`config.mk`:
```
export PLATFORM = sky130hd
export DESIGN_NAME = alu_multibyte_seq
export DESIGN_NICKNAME = d
export VERILOG_FILES = /design/src/rtl/alu_multibyte_seq.sv
export SDC_FILE = /design/constraint.sdc
export NUM_CORES = 1
export LEC_CHECK = 0
export CORE_ASPECT_RATIO = 1.4
export CORE_MARGIN = 2
export CORE_UTILIZATION = 49
export DETAILED_ROUTE_END_ITERATION = 10
export GPL_TIMING_DRIVEN = 0
export PLACE_DENSITY = 0.85
export SLEW_MARGIN = 20
export SYNTH_ARGS = -nofsm -noshare
export SYNTH_HDL_FRONTEND = slang
export SYNTH_SLANG_ARGS = --single-unit
export TNS_END_PERCENT = 5
```
`constraint.sdc`:
```
create_clock -name clk -period 4 [get_ports clk]
set_input_delay 0.8 -clock clk [delete_from_list [all_inputs] [get_ports clk]]
set_output_delay 0.8 -clock clk [all_outputs]
set_load 0.02 [all_outputs]
```
`src/rtl/alu_multibyte_seq.sv`:
```
// Multi-byte add/subtract sequencer driving a shared 8-bit adder, LSB first, with C/V/N/Z flags.
// Latency: accept edge to rsp_valid = NBYTES+1 edges; one op per NBYTES+2 cycles.
// Backpressure: req_ready only in IDLE; response held stable while rsp_ready=0.
// Optional: define ALU_SEQ_CARRYIN_EN to add req_cin (ADC/SBC carry/borrow in).
module alu_multibyte_seq #(
  parameter int NBYTES = 2
) (
  input  logic                  clk,
  input  logic                  rst_n,
  input  logic                  req_valid,
  output logic                  req_ready,
  input  logic                  req_op,
  input  logic [8*NBYTES-1:0]   req_a,
  input  logic [8*NBYTES-1:0]   req_b,
`ifdef ALU_SEQ_CARRYIN_EN
  input  logic                  req_cin,
`endif
  output logic                  rsp_valid,
  input  logic                  rsp_ready,
  output logic [8*NBYTES-1:0]   rsp_result,
  output logic                  rsp_c,
  output logic                  rsp_v,
  output logic                  rsp_n,
  output logic                  rsp_z,
  output logic [7:0]            add_a,
  output logic [7:0]            add_b,
  output logic                  add_cin,
  input  logic [7:0]            add_out,
  input  logic                  add_cout,
  input  logic                  add_overflow
);

  localparam int W    = 8 * NBYTES;
  localparam int IDXW = (NBYTES > 1) ? $clog2(NBYTES) : 1;
  localparam logic [IDXW-1:0] LAST_IDX = IDXW'(NBYTES - 1);

  typedef enum logic [1:0] {
    IDLE = 2'd0,
    RUN  = 2'd1,
    DONE = 2'd2
  } state_t;

  state_t          state_q;
  logic [IDXW-1:0] idx_q;
  logic [W-1:0]    a_q;
  logic [W-1:0]    b_q;
  logic [W-1:0]    result_q;
  logic            op_q;
  logic            carry_q;
  logic            zacc_q;
  logic            v_q;
  logic            n_q;

  // Initial inter-byte carry: subtract is a + ~b + 1, so borrow-in inverts the carry-in.
  logic            start_carry_d;
`ifdef ALU_SEQ_CARRYIN_EN
  assign start_carry_d = req_op ? ~req_cin : req_cin;
`else
  assign start_carry_d = req_op;
`endif

  logic       run;
  logic       done;
  logic [7:0] byte_a;
  logic [7:0] byte_e;

  assign run  = (state_q == RUN);
  assign done = (state_q == DONE);

  // Current byte of each operand; for subtract the effective b byte is inverted.
  always_comb begin
    byte_a = a_q[idx_q*8 +: 8];
    byte_e = op_q ? ~b_q[idx_q*8 +: 8] : b_q[idx_q*8 +: 8];
  end

  // Adder drive: the adder inverts b when cin=1, so pre-invert to make it compute a+e+c.
  always_comb begin
    add_a   = 8'h00;
    add_b   = 8'h00;
    add_cin = 1'b0;
    if (run) begin
      add_a   = byte_a;
      add_b   = carry_q ? ~byte_e : byte_e;
      add_cin = carry_q;
    end
  end

  assign req_ready  = (state_q == IDLE);
  assign rsp_valid  = done;
  assign rsp_result = result_q;
  assign rsp_c      = done & (op_q ^ carry_q);
  assign rsp_v      = done & v_q;
  assign rsp_n      = done & n_q;
  assign rsp_z      = done & zacc_q;

  // Sequencer FSM: accept, walk bytes LSB first chaining the carry, hold response until taken.
  always_ff @(posedge clk or negedge rst_n) begin
    if (!rst_n) begin
      state_q  <= IDLE;
      idx_q    <= '0;
      a_q      <= '0;
      b_q      <= '0;
      result_q <= '0;
      op_q     <= 1'b0;
      carry_q  <= 1'b0;
      zacc_q   <= 1'b1;
      v_q      <= 1'b0;
      n_q      <= 1'b0;
    end else begin
      case (state_q)
        IDLE: begin
          if (req_valid) begin
            a_q     <= req_a;
            b_q     <= req_b;
            op_q    <= req_op;
            carry_q <= start_carry_d;
            idx_q   <= '0;
            zacc_q  <= 1'b1;
            state_q <= RUN;
          end
        end
        RUN: begin
          result_q[idx_q*8 +: 8] <= add_out;
          carry_q <= add_cout;
          zacc_q  <= zacc_q & (add_out == 8'h00);
          if (idx_q == LAST_IDX) begin
            v_q     <= add_overflow;
            n_q     <= add_out[7];
            state_q <= DONE;
          end else begin
            idx_q <= idx_q + 1'b1;
          end
        end
        DONE: begin
          if (rsp_ready) begin
            state_q <= IDLE;
          end
        end
        default: state_q <= IDLE;
      endcase
    end
  end

endmodule

```
==> results of run 1 <==
==> registers in the layout, summed over array words and instances, names as in the netlist <==
signal,cells
state_q,2
a_q,16
zacc_q,1
op_q,1
carry_q,1
n_q,1
idx_q,1
v_q,1
rsp_result,16
b_q,16
==> per-layer routing <==
layer	track usage, %	share of wire, %	wire [um]
met1	22.7	40	2060
met4	8.70	2.5	128
met5	0	0	0
met2	33.4	54	2780
met3	3.65	4.0	206
==> cell type report <==
class / count / share of cell area, %
multi-input combinational: 109 / 29.5
sequential: 56 / 39.1
tap: 66 / 2.30
clock inverter: 2 / 0.976
clock buffer: 6 / 2.02
buffer: 7 / 2.13
timing repair buffer: 85 / 23.6
inverter: 3 / 0.314
==> kinds of logic (layout without fill, tap and decap cells) <==
kind of cell              Yosys count  count (layout)
muxes                              58              58
and+or+nand+nor                    29              29
AOI/OAI and AO/OA                  13              13
xor gates and xnor gates            9               9
buffers and inverters              10             103
DFF                                56              56
==> worst max-delay path: stages (launching register included) <==
cell	delay (ps)
dfrtp_1	440
nand2b_4	200
nor2_4	240
buf_6	190
a22o_1	160
clkdlybuf4s50_1	600
==> power groups by stage <==
stage	Combinational [mW]	Sequential [mW]	Clock, mW
2_1_floorplan	1.02	1.11	0
3_3_place_gp	1.69	1.02	0
3_5_place_dp	1.71	1.04	0
4_1_cts	1.71	1.03	0.369
5_1_grt	1.82	1.06	0.394
6_report	1.69	1.03	0.357
==> cells in the final DEF, fill, tap and decap left out, types with 2 or more instances in the layout <==
cell type / count
mux2_2: 35
clkdlybuf4s50_1: 84
xnor2_1: 8
buf_6: 4
clkbuf_1: 2
inv_1: 3
nand2_1: 3
nor4_1: 2
mux2_4: 14
nor2_4: 2
buf_4: 2
dfrtp_1: 55
clkbuf_8: 5
mux2i_1: 8
nor2_1: 12
and2_1: 4
a22o_1: 8
o21ai_0: 3
==> worst paths after layout <==
path                            slack, ps          start  depth (start not counted)            end
worst max-delay path                 1060     state_q[1]                          5       add_a[1]
min in group asynchronous             530          rst_n                          1         b_q[7]
worst max register to register       2500     state_q[1]                          4  rsp_result[7]
worst min-delay path                  490  rsp_result[7]                          1  rsp_result[7]
max in group asynchronous            3000          rst_n                          1     state_q[0]
worst min register to register        490  rsp_result[7]                          1  rsp_result[7]
==> stage by stage <==
step	worst slack, ps	util [%]	power, mW	hold WS [ps]
3_3_place_gp	423	68.6	2.71	469
2_1_floorplan	2040	-	2.13	471
3_5_place_dp	1390	68.5	2.75	474
6_report	1060	70.6	3.08	491
5_1_grt	960	70.6	3.27	518
4_1_cts	1030	70.6	3.11	495
==> impl_metrics.ini, run 1 <==
[status]
status = finished clean

[timing]
max_slew.worst_pin.slew_ps = 699
fmax_mhz = 341
period_minus_slack_ps = 2940
final-setup-viol-count = 0
final_hold_viol_count = 0
finalCritPeriodShare_pct = 73.4
slew_violations = 0
setup_tns_ps = 0
slew_headroom_pct = 53.4
rsz0062_at_grt = false
skew_ps = 4.92

[clocking]
clkTransAtPathRegs_ps = 90
cts_made_buffers = 5
insertion_delay_ps = 310
root_buffer = clkbuf_8
cts_setup_buffers = 0
cts_buffer_depth = 2
h-tree-depth = 2
cts_resized = 0
cts.sinks = 56
cts_tree = done
cts_hold_buf = 0

[floorplanning]
core_um2 = 5080
die_h_um = 89.4
die_area_um2 = 5810
initial_core_util_pct = 50.2
num_io_pins = 86
die_x_um = 65.0
core.rowCount = 31

[power_and_ir_drop]
pwr-share-clk_pct = 11.6
leakage_nw = 1.52
p_comb_share_pct = 55.0
power_density_nw_per_um2 = 858
p_sw_share_pct = 35.4
p_sw_mw = 1.09
p_int_mw = 1.99
seqPwrFrac_pct = 33.4
peakVddDrop_uv = 599

[logic_synthesis]
synth_top_area_share_pct = 54.0
yosys.area_share.simple_pct = 6.62
synth_area_leaders = dfrtp_1, mux2_2, mux2_4
synthAdderAreaFrac_pct = 0
syn-num-nets = 222
synth.most_common_cell = dfrtp_1
synth_xor_area_share_pct = 3.83
yosys.area.top_type = dfrtp_1
muxShareOfSynthArea_pct = 27.3
synth_top_family_by_area = multiplexers
ys_seq_area_share_pct = 55.0
synth_edf_count = 0
syn_area_um2 = 2550
synth-seq-cells = 56
synth_flop_cell = dfrtp_1
synth_cell_types = 28
synthTopCellsByCount = dfrtp_1, mux2_2, mux2_4
synth-compound-area-share_pct = 3.83
ys_warn_count = 0
syn_avg_cell_area_um2 = 14.6
netlist_instances = 175
async_flop_share_pct = 100

[global_route]
grtUsageTotal_pct = 19.1
antenna_found_initial = 0
grt-ovfl-total = 0
grt_max_degree = 57
grt_pass1_wl_um = 8410
grt_pass1_vias = 1760

[routing]
viasPerCell = 5.03
drt_iter0_drc = 82
drc = 0
firstDrtPassIters = 4
antenna_left = 0
wl_per_cell_um = 15.5
postRouteWirelength_um = 5170
vias = 1680

[setup_path]
endpoint_kind = primary output
cp.required_ps = 3200
cp-start-kind = flip-flop
worstPathMaxFanout = 10
critPathKind = flip-flop to primary output
arrival_ps = 2140

[cells_and_area]
n_antenna_cell = 0
nNetsFinal = 314
multi_input_area_um2 = 1060
area_growth_pct = 40.7
layout-drive-gt1-share_pct = 26.5
final_area_um2 = 3590
seq_area_um2 = 1400
fillers = 371
final_cells = 334

[place]
dpl-instance-area_um2 = 3480
gp_congestion = 0.764
dp.cells = 326
port_buffers = 85
post-dp-hpwl_um = 3800

[flow_run]
drv_cap = 0

[hold_path]
worst_hold_path_type = flip-flop to flip-flop
Power figures use the tool's default switching activity.
==> run 2, diff against run 1 <==
--- a/config.mk
+++ b/config.mk
@@ -7,10 +7,10 @@
 export LEC_CHECK = 0
 export CORE_ASPECT_RATIO = 1.4
 export CORE_MARGIN = 2
-export CORE_UTILIZATION = 49
+export CORE_UTILIZATION = 41
 export DETAILED_ROUTE_END_ITERATION = 10
 export GPL_TIMING_DRIVEN = 0
-export PLACE_DENSITY = 0.85
+export PLACE_DENSITY = 0.76
 export SLEW_MARGIN = 20
 export SYNTH_ARGS = -nofsm -noshare
 export SYNTH_HDL_FRONTEND = slang
==> constraint.sdc (replaced) <==
create_clock -name clk -period 2.5 [get_ports clk]
set_input_delay 0.5 -clock clk [delete_from_list [all_inputs] [get_ports clk]]
set_output_delay 0.5 -clock clk [all_outputs]
set_load 0.02 [all_outputs]
==> run 2 against run 1 <==
Effect of this change:
- via count is 0.54% higher
- global-route usage is 2.8 points lower
- total power is 61% higher
- clock skew is 3.2 ps higher
- largest power group unchanged
==> impl_metrics.ini, run 2 (synthesis results as in run 1) <==
[cells_and_area]
layout-drive-gt1-share_pct = 27.3
nNetsFinal = 317
mostFrequentLayoutCells = clkdlybuf4s50_1, dfrtp_1, mux2_2
fillers = 522
n_antenna_cell = 0
area_growth_pct = 42.8
final_common_cell = clkdlybuf4s50_1
post-route-util_pct = 59.4
multi_input_area_um2 = 1060
final_cells = 343
seq_area_um2 = 1400
final_area_um2 = 3640

[clocking]
insertion_delay_ps = 300
clkTransAtPathRegs_ps = 90
cts_made_buffers = 5
cts_hold_buf = 0
cts_tree = done
cts_buffer_depth = 2
cts.sinks = 56
root_buffer = clkbuf_8
h-tree-depth = 2

[routing]
viasPerCell = 4.92
drt_iter0_drc = 49
antenna_left = 0
wl_per_cell_um = 15.6
vias = 1689
postRouteWirelength_um = 5360
firstDrtPassIters = 4
drc = 0

[timing]
fmax_mhz = 429
final_hold_viol_count = 0
period_minus_slack_ps = 2330
slew_violations = 0
fin_ws_ps = 167
slew_headroom_pct = 53.4
rsz0062_at_grt = false
finalCritPeriodShare_pct = 93.3
skew_ps = 8.14
final-setup-viol-count = 0
max_slew.worst_pin.slew_ps = 698

[setup_path]
critPathTopFamily = buffers and inverters
critPathKind = flip-flop to primary output
cp.required_ps = 2000
cp_cell_sequence = nand2b_1 -> inv_1 -> and2_1 -> clkdlybuf4s50_1
critPathMaxStageDelay_ps = 610
critical_path.slowest_cell = clkdlybuf4s50_1
endpoint_kind = primary output
cp-start-kind = flip-flop
worstPathMaxFanout = 5
arrival_ps = 1830
worst-path-buf-inv = 2

[floorplanning]
die_h_um = 97.3
initial_core_util_pct = 41.6
num_io_pins = 86
core.rowCount = 34
core_um2 = 6130
die_area_um2 = 6870
die_x_um = 70.7

[status]
status = finished clean

[place]
place_ws_ps = 192
port_buffers = 85
gp_congestion = 0.722
post-dp-hpwl_um = 3890
dpl-instance-area_um2 = 3490
dp.cells = 332

[power_and_ir_drop]
pwr-share-clk_pct = 11.7
power_density_nw_per_um2 = 1370
p_sw_mw = 1.76
leakage_nw = 1.70
p_int_mw = 3.22
p_comb_share_pct = 55.3
peakVddDrop_uv = 585
p_sw_share_pct = 35.3
seqPwrFrac_pct = 33.0
total_power_mw = 4.97

[global_route]
grt_max_degree = 57
grt_pass1_vias = 1759
antenna_found_initial = 0
grtUsageTotal_pct = 16.3
grt_pass1_wl_um = 8760
grt-ovfl-total = 0

[flow_run]
drv_cap = 0

[hold_path]
worst_hold_path_type = input port to async pin
## run 2: path summary, 6_finish.rpt
path	from	endpoint	slack, ps	depth (start not counted)
hold / removal	rst_n	a_q[11]	230	1
max in group asynchronous	rst_n	b_q[4]	1800	1
hold reg to reg	rsp_result[7]	rsp_result[7]	500	1
setup / recovery	state_q[0]	rsp_v	170	4
min in group clk	rsp_result[7]	rsp_result[7]	500	1
setup reg to reg	state_q[0]	a_q[10]	1000	4
## run 2: metrics by stage
stage	TNS, ps	hold slack, ps
finish	0	228
global route	0	292
CTS	0	258
detailed placement	0	478
global placement	-45190	475
floorplan	0	204
## run 2: area by class of cell
| type | count | area share, % |
|---|---|---|
| flip-flops and latches | 56 | 38.5 |
| clock inverters | 1 | 0.825 |
| inverters | 3 | 0.309 |
| clock buffers | 7 | 2.10 |
| repair buffers | 88 | 24.5 |
| multi-input cells | 109 | 29.1 |
| plain buffers | 7 | 2.13 |
| well taps | 72 | 2.47 |
## run 2: power groups by stage
stage | clock network [mW] | logic [mW] | registers, mW
floorplan | 0 | 1.64 | 1.77
global placement | 0 | 2.71 | 1.64
detailed placement | 0 | 2.75 | 1.66
CTS | 0.601 | 2.82 | 1.65
global route | 0.635 | 2.94 | 1.70
finish | 0.582 | 2.75 | 1.64
## run 2: what timing repair did
action                                  in CTS  in global routing
setup buffers                                3                  0
endpoints found under the hold margin        0                  0
pin swaps                                    3                  0
endpoints found under the setup margin      16                  8
resized for setup                            9                  8
## run 2: routing by layer
metal / vias up / track usage [%] / wire length, um
met4: 0 / 5.66 / 88
met5: - / 0 / 0
met1: 834 / 19.9 / 2160
met2: 53 / 28.6 / 2850
met3: 7 / 3.01 / 258
li1: 795 / - / -
==> run 3, diff against run 2 <==
--- a/config.mk
+++ b/config.mk
@@ -8,6 +8,7 @@
 export CORE_ASPECT_RATIO = 1.4
 export CORE_MARGIN = 2
 export CORE_UTILIZATION = 41
+export CTS_CLUSTER_DIAMETER = 30
 export DETAILED_ROUTE_END_ITERATION = 10
 export GPL_TIMING_DRIVEN = 0
 export PLACE_DENSITY = 0.76
==> results of run 3 <==
Same layout as run 2: the final DEF is identical, and so are final timing and power.
